## src/rtl/fetch_unit_pkg.sv

```systemverilog
// fetch_unit_pkg: types and constants shared by the instruction fetch unit.
//   XLEN          - datapath / address width
//   IMEM_AW       - instruction memory word-index width
//   NOP           - canonical no-op encoding (addi x0,x0,0)
//   fetch_state_e - fetch FSM states
//   fetch_entry_t - fetch-buffer payload (request PC + instruction word)
package fetch_unit_pkg;

  localparam int XLEN    = 32;
  localparam int IMEM_AW = 10;

  localparam logic [XLEN-1:0] NOP = 32'h0000_0013;

  typedef enum logic [1:0] {
    BOOT  = 2'd0,
    FETCH = 2'd1,
    FLUSH = 2'd2
  } fetch_state_e;

  typedef struct packed {
    logic [XLEN-1:0] pc;
    logic [XLEN-1:0] instr;
  } fetch_entry_t;

  // Force a byte address onto a word boundary.
  function automatic logic [XLEN-1:0] align_word(input logic [XLEN-1:0] addr);
    return addr & 32'hFFFF_FFFC;
  endfunction

endpackage

```

## src/rtl/fetch_unit_fifo.sv

```systemverilog
// fetch_fifo: small synchronous FIFO holding fetched {pc, instr} entries.
// Ports:
//   clk, rst  - clock, asynchronous active-high reset
//   push      - write wr_data (ignored when full unless a pop frees a slot)
//   pop       - drop the head entry (ignored when empty)
//   flush     - discard all entries; overrides push and pop
//   wr_data   - entry to write
//   rd_data   - head (oldest) entry
//   full, empty, count - occupancy status
// DEPTH must be a power of two (2 or 4) so the pointers wrap naturally.
module fetch_fifo
  import fetch_unit_pkg::*;
#(
  parameter int DEPTH = 2
) (
  input  logic                   clk,
  input  logic                   rst,
  input  logic                   push,
  input  logic                   pop,
  input  logic                   flush,
  input  fetch_entry_t           wr_data,
  output fetch_entry_t           rd_data,
  output logic                   full,
  output logic                   empty,
  output logic [$clog2(DEPTH):0] count
);

  localparam int AW = $clog2(DEPTH);

  fetch_entry_t    mem_r [DEPTH];
  logic [AW-1:0]   rd_ptr_r;
  logic [AW-1:0]   wr_ptr_r;
  logic [AW:0]     count_r;
  logic            do_push_s;
  logic            do_pop_s;

  assign full      = (count_r == (AW+1)'(DEPTH));
  assign empty     = (count_r == '0);
  assign count     = count_r;
  assign rd_data   = mem_r[rd_ptr_r];
  assign do_pop_s  = pop && !empty;
  assign do_push_s = push && (!full || do_pop_s);

  // Storage, pointers and occupancy; flush empties the queue in one cycle.
  always_ff @(posedge clk or posedge rst) begin
    if (rst) begin
      rd_ptr_r <= '0;
      wr_ptr_r <= '0;
      count_r  <= '0;
      for (int i = 0; i < DEPTH; i++) begin
        mem_r[i] <= '0;
      end
    end else if (flush) begin
      rd_ptr_r <= '0;
      wr_ptr_r <= '0;
      count_r  <= '0;
    end else begin
      if (do_push_s) begin
        mem_r[wr_ptr_r] <= wr_data;
        wr_ptr_r        <= wr_ptr_r + AW'(1);
      end
      if (do_pop_s) begin
        rd_ptr_r <= rd_ptr_r + AW'(1);
      end
      count_r <= count_r + (AW+1)'(do_push_s) - (AW+1)'(do_pop_s);
    end
  end

endmodule

```

## src/rtl/fetch_unit.sv

```systemverilog
// fetch_unit: sequential instruction fetch with a small decoupling buffer
// and branch/jump redirect support.
// Ports:
//   clk, rst          - clock, asynchronous active-high reset
//   imem_pc           - word index presented to instruction memory
//   imem_instruction  - memory read data, one cycle after imem_pc
//   redirect_valid/pc - redirect request and target byte address
//   out_valid/ready   - decode-side handshake
//   out_instr/out_pc  - oldest buffered instruction and its byte address
//   perf_fetch_cnt    - delivered-instruction counter, present only when
//                       the macro FETCH_PERF_CNT_EN is defined
// BUF_DEPTH legal values: 2, 4.
module fetch_unit
  import fetch_unit_pkg::*;
#(
  parameter logic [XLEN-1:0] RESET_PC  = 32'h0000_0000,
  parameter int              BUF_DEPTH = 2
) (
  input  logic               clk,
  input  logic               rst,
  output logic [IMEM_AW-1:0] imem_pc,
  input  logic [XLEN-1:0]    imem_instruction,
  input  logic               redirect_valid,
  input  logic [XLEN-1:0]    redirect_pc,
  output logic               out_valid,
  input  logic               out_ready,
  output logic [XLEN-1:0]    out_instr,
  output logic [XLEN-1:0]    out_pc
`ifdef FETCH_PERF_CNT_EN
  ,
  output logic [XLEN-1:0]    perf_fetch_cnt
`endif
);

  localparam int CW = $clog2(BUF_DEPTH) + 1;

  fetch_state_e    state_r;
  fetch_state_e    state_nxt_s;
  logic [XLEN-1:0] fetch_pc_r;
  logic [XLEN-1:0] fetch_pc_nxt_s;
  logic            inflight_r;
  logic [XLEN-1:0] inflight_pc_r;
  logic            issue_s;
  logic            push_s;
  logic            pop_s;
  logic            space_ok_s;
  logic [CW-1:0]   count_s;
  logic [CW-1:0]   occ_s;
  logic            full_s;
  logic            empty_s;
  fetch_entry_t    head_s;
  fetch_entry_t    wr_entry_s;

  assign imem_pc = fetch_pc_r[IMEM_AW+1:2];
  assign pop_s   = !empty_s && out_ready;

  // Occupancy after this cycle's pop plus the outstanding response; a new
  // request is allowed only if its response is guaranteed a free slot.
  assign occ_s      = count_s - CW'(pop_s) + CW'(inflight_r);
  assign space_ok_s = (occ_s < CW'(BUF_DEPTH));

  // A response lands one cycle after its request; a redirect discards it.
  assign push_s     = inflight_r && !redirect_valid && (state_r != FLUSH) &&
                      (!full_s || pop_s);
  assign wr_entry_s = '{pc: inflight_pc_r, instr: imem_instruction};

  fetch_fifo #(
    .DEPTH (BUF_DEPTH)
  ) u_fifo (
    .clk     (clk),
    .rst     (rst),
    .push    (push_s),
    .pop     (pop_s),
    .flush   (redirect_valid),
    .wr_data (wr_entry_s),
    .rd_data (head_s),
    .full    (full_s),
    .empty   (empty_s),
    .count   (count_s)
  );

  // Next-state, request issue and fetch-PC update; redirect wins over issue.
  always_comb begin
    state_nxt_s    = state_r;
    fetch_pc_nxt_s = fetch_pc_r;
    issue_s        = 1'b0;
    case (state_r)
      BOOT: begin
        if (redirect_valid) begin
          state_nxt_s    = FLUSH;
          fetch_pc_nxt_s = align_word(redirect_pc);
        end else begin
          state_nxt_s = FETCH;
        end
      end
      FETCH: begin
        if (redirect_valid) begin
          state_nxt_s    = FLUSH;
          fetch_pc_nxt_s = align_word(redirect_pc);
        end else if (space_ok_s) begin
          issue_s        = 1'b1;
          fetch_pc_nxt_s = fetch_pc_r + 32'd4;
        end else begin
          issue_s = 1'b0;
        end
      end
      FLUSH: begin
        if (redirect_valid) begin
          state_nxt_s    = FLUSH;
          fetch_pc_nxt_s = align_word(redirect_pc);
        end else begin
          state_nxt_s    = FETCH;
          issue_s        = 1'b1;
          fetch_pc_nxt_s = fetch_pc_r + 32'd4;
        end
      end
      default: begin
        state_nxt_s    = BOOT;
        fetch_pc_nxt_s = RESET_PC;
      end
    endcase
  end

  // FSM state, fetch PC and the single outstanding-request tracker.
  always_ff @(posedge clk or posedge rst) begin
    if (rst) begin
      state_r       <= BOOT;
      fetch_pc_r    <= RESET_PC;
      inflight_r    <= 1'b0;
      inflight_pc_r <= '0;
    end else begin
      state_r    <= state_nxt_s;
      fetch_pc_r <= fetch_pc_nxt_s;
      inflight_r <= issue_s;
      if (issue_s) begin
        inflight_pc_r <= fetch_pc_r;
      end
    end
  end

  // Present the head entry; outputs read as zero whenever the buffer is empty.
  always_comb begin
    out_valid = !empty_s;
    if (empty_s) begin
      out_instr = '0;
      out_pc    = '0;
    end else begin
      out_instr = head_s.instr;
      out_pc    = head_s.pc;
    end
  end

`ifdef FETCH_PERF_CNT_EN
  logic [XLEN-1:0] perf_cnt_r;

  // Count instructions accepted by decode; wraps at 2^32.
  always_ff @(posedge clk or posedge rst) begin
    if (rst) begin
      perf_cnt_r <= '0;
    end else if (pop_s) begin
      perf_cnt_r <= perf_cnt_r + 32'd1;
    end else begin
      perf_cnt_r <= perf_cnt_r;
    end
  end

  assign perf_fetch_cnt = perf_cnt_r;
`endif

endmodule

```

## config.mk

```make
export PLATFORM = sky130hd
export DESIGN_NAME = fetch_unit
export DESIGN_NICKNAME = d
export VERILOG_FILES = /design/src/rtl/fetch_unit_pkg.sv /design/src/rtl/fetch_unit_fifo.sv /design/src/rtl/fetch_unit.sv
export SDC_FILE = /design/constraint.sdc
export NUM_CORES = 1
export LEC_CHECK = 0
export CAP_MARGIN = 20
export CORE_UTILIZATION = 30
export DETAILED_ROUTE_END_ITERATION = 7
export SKIP_CTS_REPAIR_TIMING = 1
export SYNTH_ARGS = -nofsm -noshare
export SYNTH_HDL_FRONTEND = slang
export SYNTH_SLANG_ARGS = --single-unit
```

## constraint.sdc

```tcl
create_clock -name clk -period 7.41 [get_ports clk]
set_input_delay 0.741 -clock clk [delete_from_list [all_inputs] [get_ports clk]]
set_output_delay 0.741 -clock clk [all_outputs]
set_load 0.05 [all_outputs]
```

==> impl_metrics.json <==
{
  "synth-main-ff-cell": "dfrtp_1",
  "endpoint_kind": "output pin",
  "seq_area_frac_synth": 0.519,
  "first_global_vias": 6357,
  "dieArea_um2": 31400,
  "status": "completed",
  "clock_path_buffers": 2,
  "placed_area_um2": 10900,
  "power.share.combinational": 0.413,
  "arrival_ns": 3.12,
  "r2r_start": "u_fifo.count[1]",
  "cts_root_buf": "clkbuf_16",
  "crit_fanout": 44,
  "p_int_w": 0.00267,
  "switchingPower_w": 0.00190,
  "numCtsBuffers": 17,
  "via_per_inst": 4.96,
  "diodes": 0,
  "p_sw_frac": 0.415,
  "cts_tree": "done",
  "cts_htree_levels": 4,
  "gp_congestion": 0.847,
  "initial_core_util": 0.308,
  "critical_path_class": "reg -> out",
  "tightest_slew_ns": 1.05,
  "syn_avg_cell_area_um2": 11.8,
  "fin_tns_setup_ns": 0,
  "grt_overflow_total": 0,
  "holdPathStages": 1,
  "finalClockSkew_ns": 0.0194,
  "yosysWarnings": 0,
  "clock_latency_ns": 0.44,
  "grt.total_usage": 0.148,
  "min-delay-start": "u_fifo.mem_r[93]",
  "startpoint_type": "flip-flop",
  "final_nets": 966,
  "via_count": 6424,
  "wire_per_inst_um": 17.4,
  "antenna_left": 0,
  "first_iter_violations": 377,
  "die-width_um": 177,
  "r2r_setup_slack_ns": 4.19,
  "finalCritPeriodShare": 0.521,
  "firstDrtPassIters": 5,
  "synthToLayoutAreaGrowth_pct": 25.4,
  "antenna_found_initial": 0,
  "wirelength_um": 22600,
  "r2r_end": "fetch_pc_r[31]",
  "power_w": 0.00457,
  "whs_ns": 0.507,
  "synth_largest_area_cell": "dfrtp_1",
  "setup_viol": 0,
  "core_area_um2": 29900,
  "syn_inst": 780,
  "powerDensity_nw_per_um2": 396,
  "seqPwrFrac": 0.380,
  "slew_headroom": 0.295,
  "min_period_ns": 3.86,
  "synthTopCellsByArea": "dfrtp_1 52%, mux2_2 18%, mux2i_1 6.7%",
  "drive_above_1_share": 0.218,
  "power.share.clock": 0.207,
  "dpl.hpwl_um": 14900,
  "synth_edf_count": 0,
  "rows": 63,
  "io_pins": 143,
  "fp.dieH_um": 177,
  "fin_area_um2": 11500,
  "peakVddDrop_v": 0.000192,
  "grt_max_degree": 82,
  "path_clk_slew_ns": 0.07,
  "drc": 0,
  "portBuffers": 138,
  "hold_violations": 0,
  "drv_slew": 0,
  "async_flop_share": 1.00,
  "min_path_type": "reg -> reg",
  "grt_pass1_wl_um": 36100,
  "holdPathEnd": "u_fifo.mem_r[93]",
  "cts_sinks": 191,
  "required_ns": 6.67,
  "rsz0062_at_grt": "false",
  "fmax_mhz": 259,
  "drv_cap": 0,
  "synth_top_area_frac": 0.519,
  "p_leak_nw": 4.89,
  "reg2regPathDepth": 9,
  "synthesis.area_um2": 9210,
  "yosys_register_bits": 191,
  "yosysUniqueCellTypes": 52
}
==> metrics by stage <==
step | instances | utilization | setup slack, ns
after floorplan | 781 | - | 1.47
after global placement | 1261 | 0.365 | 3.42
after detailed placement | 1261 | 0.365 | 3.39
after CTS | 1293 | 0.386 | 3.45
after global routing | 1294 | 0.386 | 3.39
final | 1294 | 0.386 | 3.55
==> logic make-up after synthesis <==
kind of cell,Yosys count,synth area share
AND/OR/NAND/NOR,185,0.0987
adder cells (fa/ha/maj),7,0.00951
multiplexers,216,0.256
buffers and inverters,75,0.0378
XOR/XNOR,11,0.0113
other,1,0.000407
flip-flops,191,0.519
AO/OA/AOI/OAI,94,0.0673
==> placed cells by master (no fill, tap or decap), drive strengths merged, types with 3 or more instances in the layout <==
cell and n:
clkdlybuf4s50 138, a22o 6, a31oi 5, or4 3
nor2b 5, buf 10, o22ai 6, xor2 4
nand4 12, nand2 26, and4 5, nor4 8
clkbuf 18, inv 23, nor2 85, nand3 11
and3 4, and2 4, dfrtp 191, xnor2 7
ha 7, nor3b 3, nand2b 3, nor3 10
nor4b 3, a22oi 7, clkinv 8, a21oi 17
mux2i 62, mux2 154, o31ai 3, a32oi 4
o2bb2ai 4, o21ai 27
==> worst max-delay path, stage by stage (launching register included) <==
cell and delay, ns:
dfrtp_4 0.69, buf_4 0.72, mux2i_1 0.23, nor2_1 0.17
clkdlybuf4s50_1 0.82
==> per-layer routing <==
| layer | wire [µm] | global-route usage | vias to the layer above |
|---|---|---|---|
| met3 | 1200 | 0.0292 | 14 |
| met1 | 11000 | 0.213 | 3223 |
| met5 | 0 | 0 | - |
| li1 | - | - | 2999 |
| met4 | 228 | 0.0392 | 0 |
| met2 | 10100 | 0.226 | 188 |
==> state kept, by name, indices dropped and copies added, names as in the netlist <==
name,cells
u_fifo.wr_ptr_r,1
u_fifo.count,2
fetch_pc_r,30
u_fifo.rd_ptr_r,1
state_r,2
inflight_r,1
inflight_pc_r,30
u_fifo.mem_r,124
==> power by group through the flow <==
stage	clock network, W	logic [W]	registers (W)
final	0.000946	0.00189	0.00174
after global placement	0	0.00188	0.00175
after floorplan	0	0.00147	0.00161
after global routing	0.00102	0.00204	0.00180
after detailed placement	0	0.00190	0.00176
after CTS	0.000981	0.00191	0.00174
==> Yosys cell counts, drive strengths merged, types with 5 or more instances <==
master,count
o21ai,27
nand4,12
nor2,85
a21oi,17
nor3,10
inv,18
and4,5
dfrtp,191
a31oi,5
xnor2,7
ha,7
clkbuf,23
nor4,8
a22oi,7
a22o,6
o22ai,6
nand2,26
nor2b,5
buf,34
mux2,154
mux2i,62
nand3,11
==> final cells by class <==
type                            count  area, µm²
Clock buffer                       18        429
Timing Repair Buffer              148       1480
Multi-Input combinational cell    515       4110
Sequential cell                   191       4780
Tap cell                          390        488
Clock inverter                     14        189
Inverter                           18       72.6
Fill cell                        2929      18300
==> worst max-delay path by stage <==
stage                     from           endpoint  slack (ns)  depth (start not counted)
4_1_cts        u_fifo.rd_ptr_r          out_pc[2]        3.45                          4
6_report       u_fifo.rd_ptr_r          out_pc[2]        3.55                          4
2_1_floorplan              rst     fetch_pc_r[10]        1.47                          1
3_3_place_gp    redirect_valid  u_fifo.mem_r[101]        3.42                          7
3_5_place_dp    redirect_valid  u_fifo.mem_r[102]        3.39                          7
5_1_grt        u_fifo.rd_ptr_r          out_pc[2]        3.39                          4
(Power assumes the default switching activity.)
==> variant 1 (config.mk and constraints unchanged) <==
Re-encode `fetch_state_e` (3 states) as one-hot, 3 bits wide.
--- a/src/rtl/fetch_unit_pkg.sv
+++ b/src/rtl/fetch_unit_pkg.sv
@@ -11,10 +11,10 @@
 
   localparam logic [XLEN-1:0] NOP = 32'h0000_0013;
 
-  typedef enum logic [1:0] {
-    BOOT  = 2'd0,
-    FETCH = 2'd1,
-    FLUSH = 2'd2
+  typedef enum logic [2:0] {
+    BOOT  = 3'b001,
+    FETCH = 3'b010,
+    FLUSH = 3'b100
   } fetch_state_e;
 
   typedef struct packed {
Function: no difference found for any inputs over 4 cycles, from zero or initial values and one cycle with rst high; so few cycles prove little.
==> variant 1 against the original RTL <==
  * Wire length is 5.1% lower
  * Design area is 0.87% lower
  * Largest power group is now registers
  * Sequential cell count is 1 higher
  * Total power is 5.5% lower
  * Setup slack better by 0.026 ns
  * Fmax is 0.67% higher
  * Critical path type unchanged
  * Area after synthesis is 0.31% higher
  * Die area is 0.31% higher
==> variant 1: results (changes against the original RTL) <==
Parameter                              Value

Worst setup path
  Worst-path maximum fanout ... 45 (+2.3%)
  Critical path data arrival time ... 3.10 ns (-0.02 ns)
  R2r endpoint ... u_fifo.mem_r[95]$_DFFE_PP0P_
  RR Startpoint ... state_r[2]$_DFFE_PP0P_
  Flop2flop setup slack ... 4.45 ns (+0.26 ns)
  Number of cells on the worst reg-to-reg path ... 6 (-3)
  Critical path capture point ... out_pc[17]

Routing
  Iteration-0 DRC count of the detailed router ... 368 (-2.4%)
  Initial DRT Pass Iterations ... 4 (-1)
  Final wirelength ... 21400 um (-5.1%)
  Drt via density ... 4.83 (-2.7%)
  Routed vias ... 6272 (-2.4%)

STA
  Worst slew margin ... 39.5% (+9.9 points)
  Worst setup skew after layout ... 0.0164 ns (-0.00296 ns)
  Worst hold-check slack ... 0.485 ns (-0.0221 ns)
  Min setup slack post-route ... 3.57 ns (+0.0256 ns)

Placed design
  Placed Cells ... 1266 (+0.40%)
  Placer's final routability congestion estimate ... 0.780 (-8.0%)
  Sum of net half-perimeters after detailed placement ... 14000 um (-5.9%)
  Post-detailed-placement cell area ... 10900 um2 (-0.28%)

Logic synthesis
  Top cells by count, synth ... sky130_fd_sc_hd__dfrtp_1 (191), sky130_fd_sc_hd__nor2_1 (98), sky130_fd_sc_hd__mux2_1 (83)
  Post-synthesis area per instance ... 11.7 um2 (-0.83%)
  Count of unique library cells instantiated by Yosys ... 62 (+19%)
  XOR/XNOR Fraction of Synth Area ... 0.664% (-0.46 points)
  Part of the Yosys area used for sequential elements ... 52.0% (+0.12 points)
  Synthesized-area fraction occupied by ao, oa, aoi and oai cells ... 8.35% (+1.6 points)

Power
  Worst ir drop on vdd ... 0.170 mV (-11%)
  Final Power ... 4320 uW (-5.5%)
  Static leakage ... 0.00494 uW (+0.94%)
  Power dissipated in combinational cells ... 1710 uW (-9.5%)
  Clock network power ... 896 uW (-5.3%)

Finish
  Area growth, synth to finish ... 23.9%
  Ratio of cells with drive above 1 in the final layout ... 13.8% (-8.0 points)

Global routing
  Wire length of the first global-routing pass ... 35000 um (-3.1%)
  Largest net degree at the start of global routing ... 104 (+27%)

Min path
  Worst min-delay path startpoint ... u_fifo.mem_r[118]$_DFFE_PP0P_
  Hold path endpoint ... u_fifo.mem_r[118]$_DFFE_PP0P_

Outcome
  Result of the run ... complete, no violations
[variant 1: cell type report]
| cell class | count | share of cell area (%) |
|---|---|---|
| inverter | 12 | 0.459 |
| clock buffer | 19 | 3.78 |
| sequential | 192 | 42.0 |
| clock inverter | 13 | 1.25 |
| multi-input combinational | 520 | 35.1 |
| timing repair buffer | 152 | 13.1 |
| tap | 390 | 4.26 |
[variant 1: per-layer routing]
layer | global-route usage, % | wire, um | vias to the layer above
met5 | 0 | 0 | -
met4 | 4.27 | 213 | 0
met3 | 2.49 | 1160 | 9
met2 | 22.0 | 9690 | 138
met1 | 20.0 | 10400 | 3100
li1 | - | - | 3025
[variant 1: worst max-delay path, cell delays in order, from the launching register on]
cell and delay [ns]:
sky130_fd_sc_hd__dfrtp_4 0.67, sky130_fd_sc_hd__buf_4 0.77, sky130_fd_sc_hd__mux2i_1 0.16, sky130_fd_sc_hd__nor2_1 0.20
sky130_fd_sc_hd__clkdlybuf4s50_1 0.84
==> variant 2 (config.mk and constraints unchanged) <==
Without the edit above. The option `FETCH_PERF_CNT_EN` is turned on by a define.
--- a/src/rtl/fetch_unit.sv
+++ b/src/rtl/fetch_unit.sv
@@ -10,6 +10,8 @@
 //   perf_fetch_cnt    - delivered-instruction counter, present only when
 //                       the macro FETCH_PERF_CNT_EN is defined
 // BUF_DEPTH legal values: 2, 4.
+`define FETCH_PERF_CNT_EN
+
 module fetch_unit
   import fetch_unit_pkg::*;
 #(
Function (old outputs only; new: perf_fetch_cnt): same outputs for any inputs over 4 cycles, from zero or initial values and one cycle with rst high; that may be too few to reach the edited logic, so the function may still have changed.
==> variant 2 against the original RTL <==
  * Wire length grew 15%
  * First-iteration DRC count decreased by 27%
  * Sequential power rose by 9.8%
  * Area after synthesis rose by 14%
  * Total power rose by 12%
  * Setup slack got worse by 0.096 ns
  * Synthesized cell count increased by 16%
  * Sequential cell count rose by 32
  * Sequential share of layout area fell by 0.24 points
  * Critical path depth is the same
  * Design area is 17% higher
  * Highest routed layer unchanged
==> variant 2: results (changes against the original RTL) <==
Parameter                              Value

Worst setup path
  Critical path capture point ... out_pc[17]
  Critical path data arrival time ... 3.22 ns (+0.10 ns)
  Flop2flop setup slack ... 3.92 ns (-0.27 ns)
  Max stage delay on crit path ... 0.88 ns (+0.06 ns)

Finish
  Ratio of cells with drive above 1 in the final layout ... 20.0% (-1.8 points)
  Nets ... 1133 (+17%)
  Fill cell total of the finished layout ... 3366 (+15%)

Placed design
  Post-Place Setup Slack ... 3.38 ns (-0.00730 ns)
  Placed Cells ... 1482 (+18%)
  Placer's final routability congestion estimate ... 0.822 (-3.0%)
  Sum of net half-perimeters after detailed placement ... 17200 um (+15%)

Clocking
  Worst-skew pair later-pin latency ... 0.53 ns (+0.09 ns)
  Clk buf depth ... 3 (+1)

Power
  Static leakage ... 0.00584 uW (+19%)
  Fraction of power spent switching nets ... 38.5% (-3.0 points)

STA
  Tmin final ... 3.96 ns (+0.0963 ns)
  Worst setup skew after layout ... 0.0186 ns (-0.000827 ns)
  Worst slew margin ... 28.7% (-0.85 points)

Routing
  Iteration-0 DRC count of the detailed router ... 277 (-27%)

Min path
  Hold path endpoint ... perf_fetch_cnt[31]$_DFFE_PP0P_

Logic synthesis
  Top cells by count, synth ... sky130_fd_sc_hd__dfrtp_1 (223), sky130_fd_sc_hd__mux2_2 (154), sky130_fd_sc_hd__nor2_1 (98)
  Part of the Yosys area used for sequential elements ... 53.0% (+1.1 points)
  Top area cells in the synthesized netlist ... sky130_fd_sc_hd__dfrtp_1 (53%), sky130_fd_sc_hd__mux2_2 (16%), sky130_fd_sc_hd__mux2i_1 (5.9%), sky130_fd_sc_hd__nor2_1 (3.5%), sky130_fd_sc_hd__xnor2_1 (2.0%)

Global routing
  Global routing usage summed across all routing layers ... 14.4% (-0.39 points)
  Largest net degree at the start of global routing ... 81 (-1.2%)
  Via count of the first global-routing pass ... 7580 (+19%)

Outcome
  Result of the run ... complete, no violations
## variant 2: layer usage
layer | global-route usage, % | vias up | routed length [um]
met5 | 0 | - | 0
li1 | - | 3499 | -
met3 | 2.15 | 40 | 1360
met4 | 3.78 | 0 | 463
met1 | 20.5 | 3724 | 12400
met2 | 22.9 | 202 | 11700
## variant 2: cell families (layout without fill, tap and decap cells)
family | after synthesis | after routing | share of synthesized area [%]
buffers and inverters | 69 | 241 | 3.18
DFF | 223 | 223 | 53.0
muxes | 216 | 216 | 22.4
xor gates and xnor gates | 42 | 42 | 3.49
adders and majority gates | 8 | 8 | 0.950
and+or+nand+nor | 246 | 246 | 10.9
other | 1 | 2 | 0.0356
AOI/OAI and AO/OA | 97 | 97 | 6.06
## variant 2: layout make-up
type	count	area share, %
multi-input combinational	611	34.2
sequential	223	41.2
clock buffer	38	5.66
tap	455	4.20
inverter	13	0.415
timing repair buffer	182	13.7
clock inverter	8	0.665
## variant 2: metrics by stage
stage	util, %	area (um2)
after CTS	39.1	13500
after global placement	36.5	12600
after floorplan	-	10500
after detailed placement	36.6	12600
final	39.2	13600
after global routing	39.2	13600
## variant 2: power groups by stage
stage | Combinational [uW] | Clock [uW] | Sequential, uW
after floorplan | 1460 | 0 | 1810
after global placement | 1920 | 0 | 1910
after detailed placement | 1950 | 0 | 1930
after CTS | 1960 | 1320 | 1910
after global routing | 2080 | 1370 | 1970
final | 1930 | 1280 | 1910
## variant 2: worst register-to-register path, delay by kind of cell (launching register included)
| kind | cells | cell delay (ns) |
|---|---|---|
| simple gates | 2 | 0.65 |
| buf+inv | 2 | 0.56 |
| xor+xnor | 1 | 0.46 |
| compound gates | 3 | 0.89 |
| fa+ha+maj | 1 | 0.35 |
| flops | 1 | 0.44 |
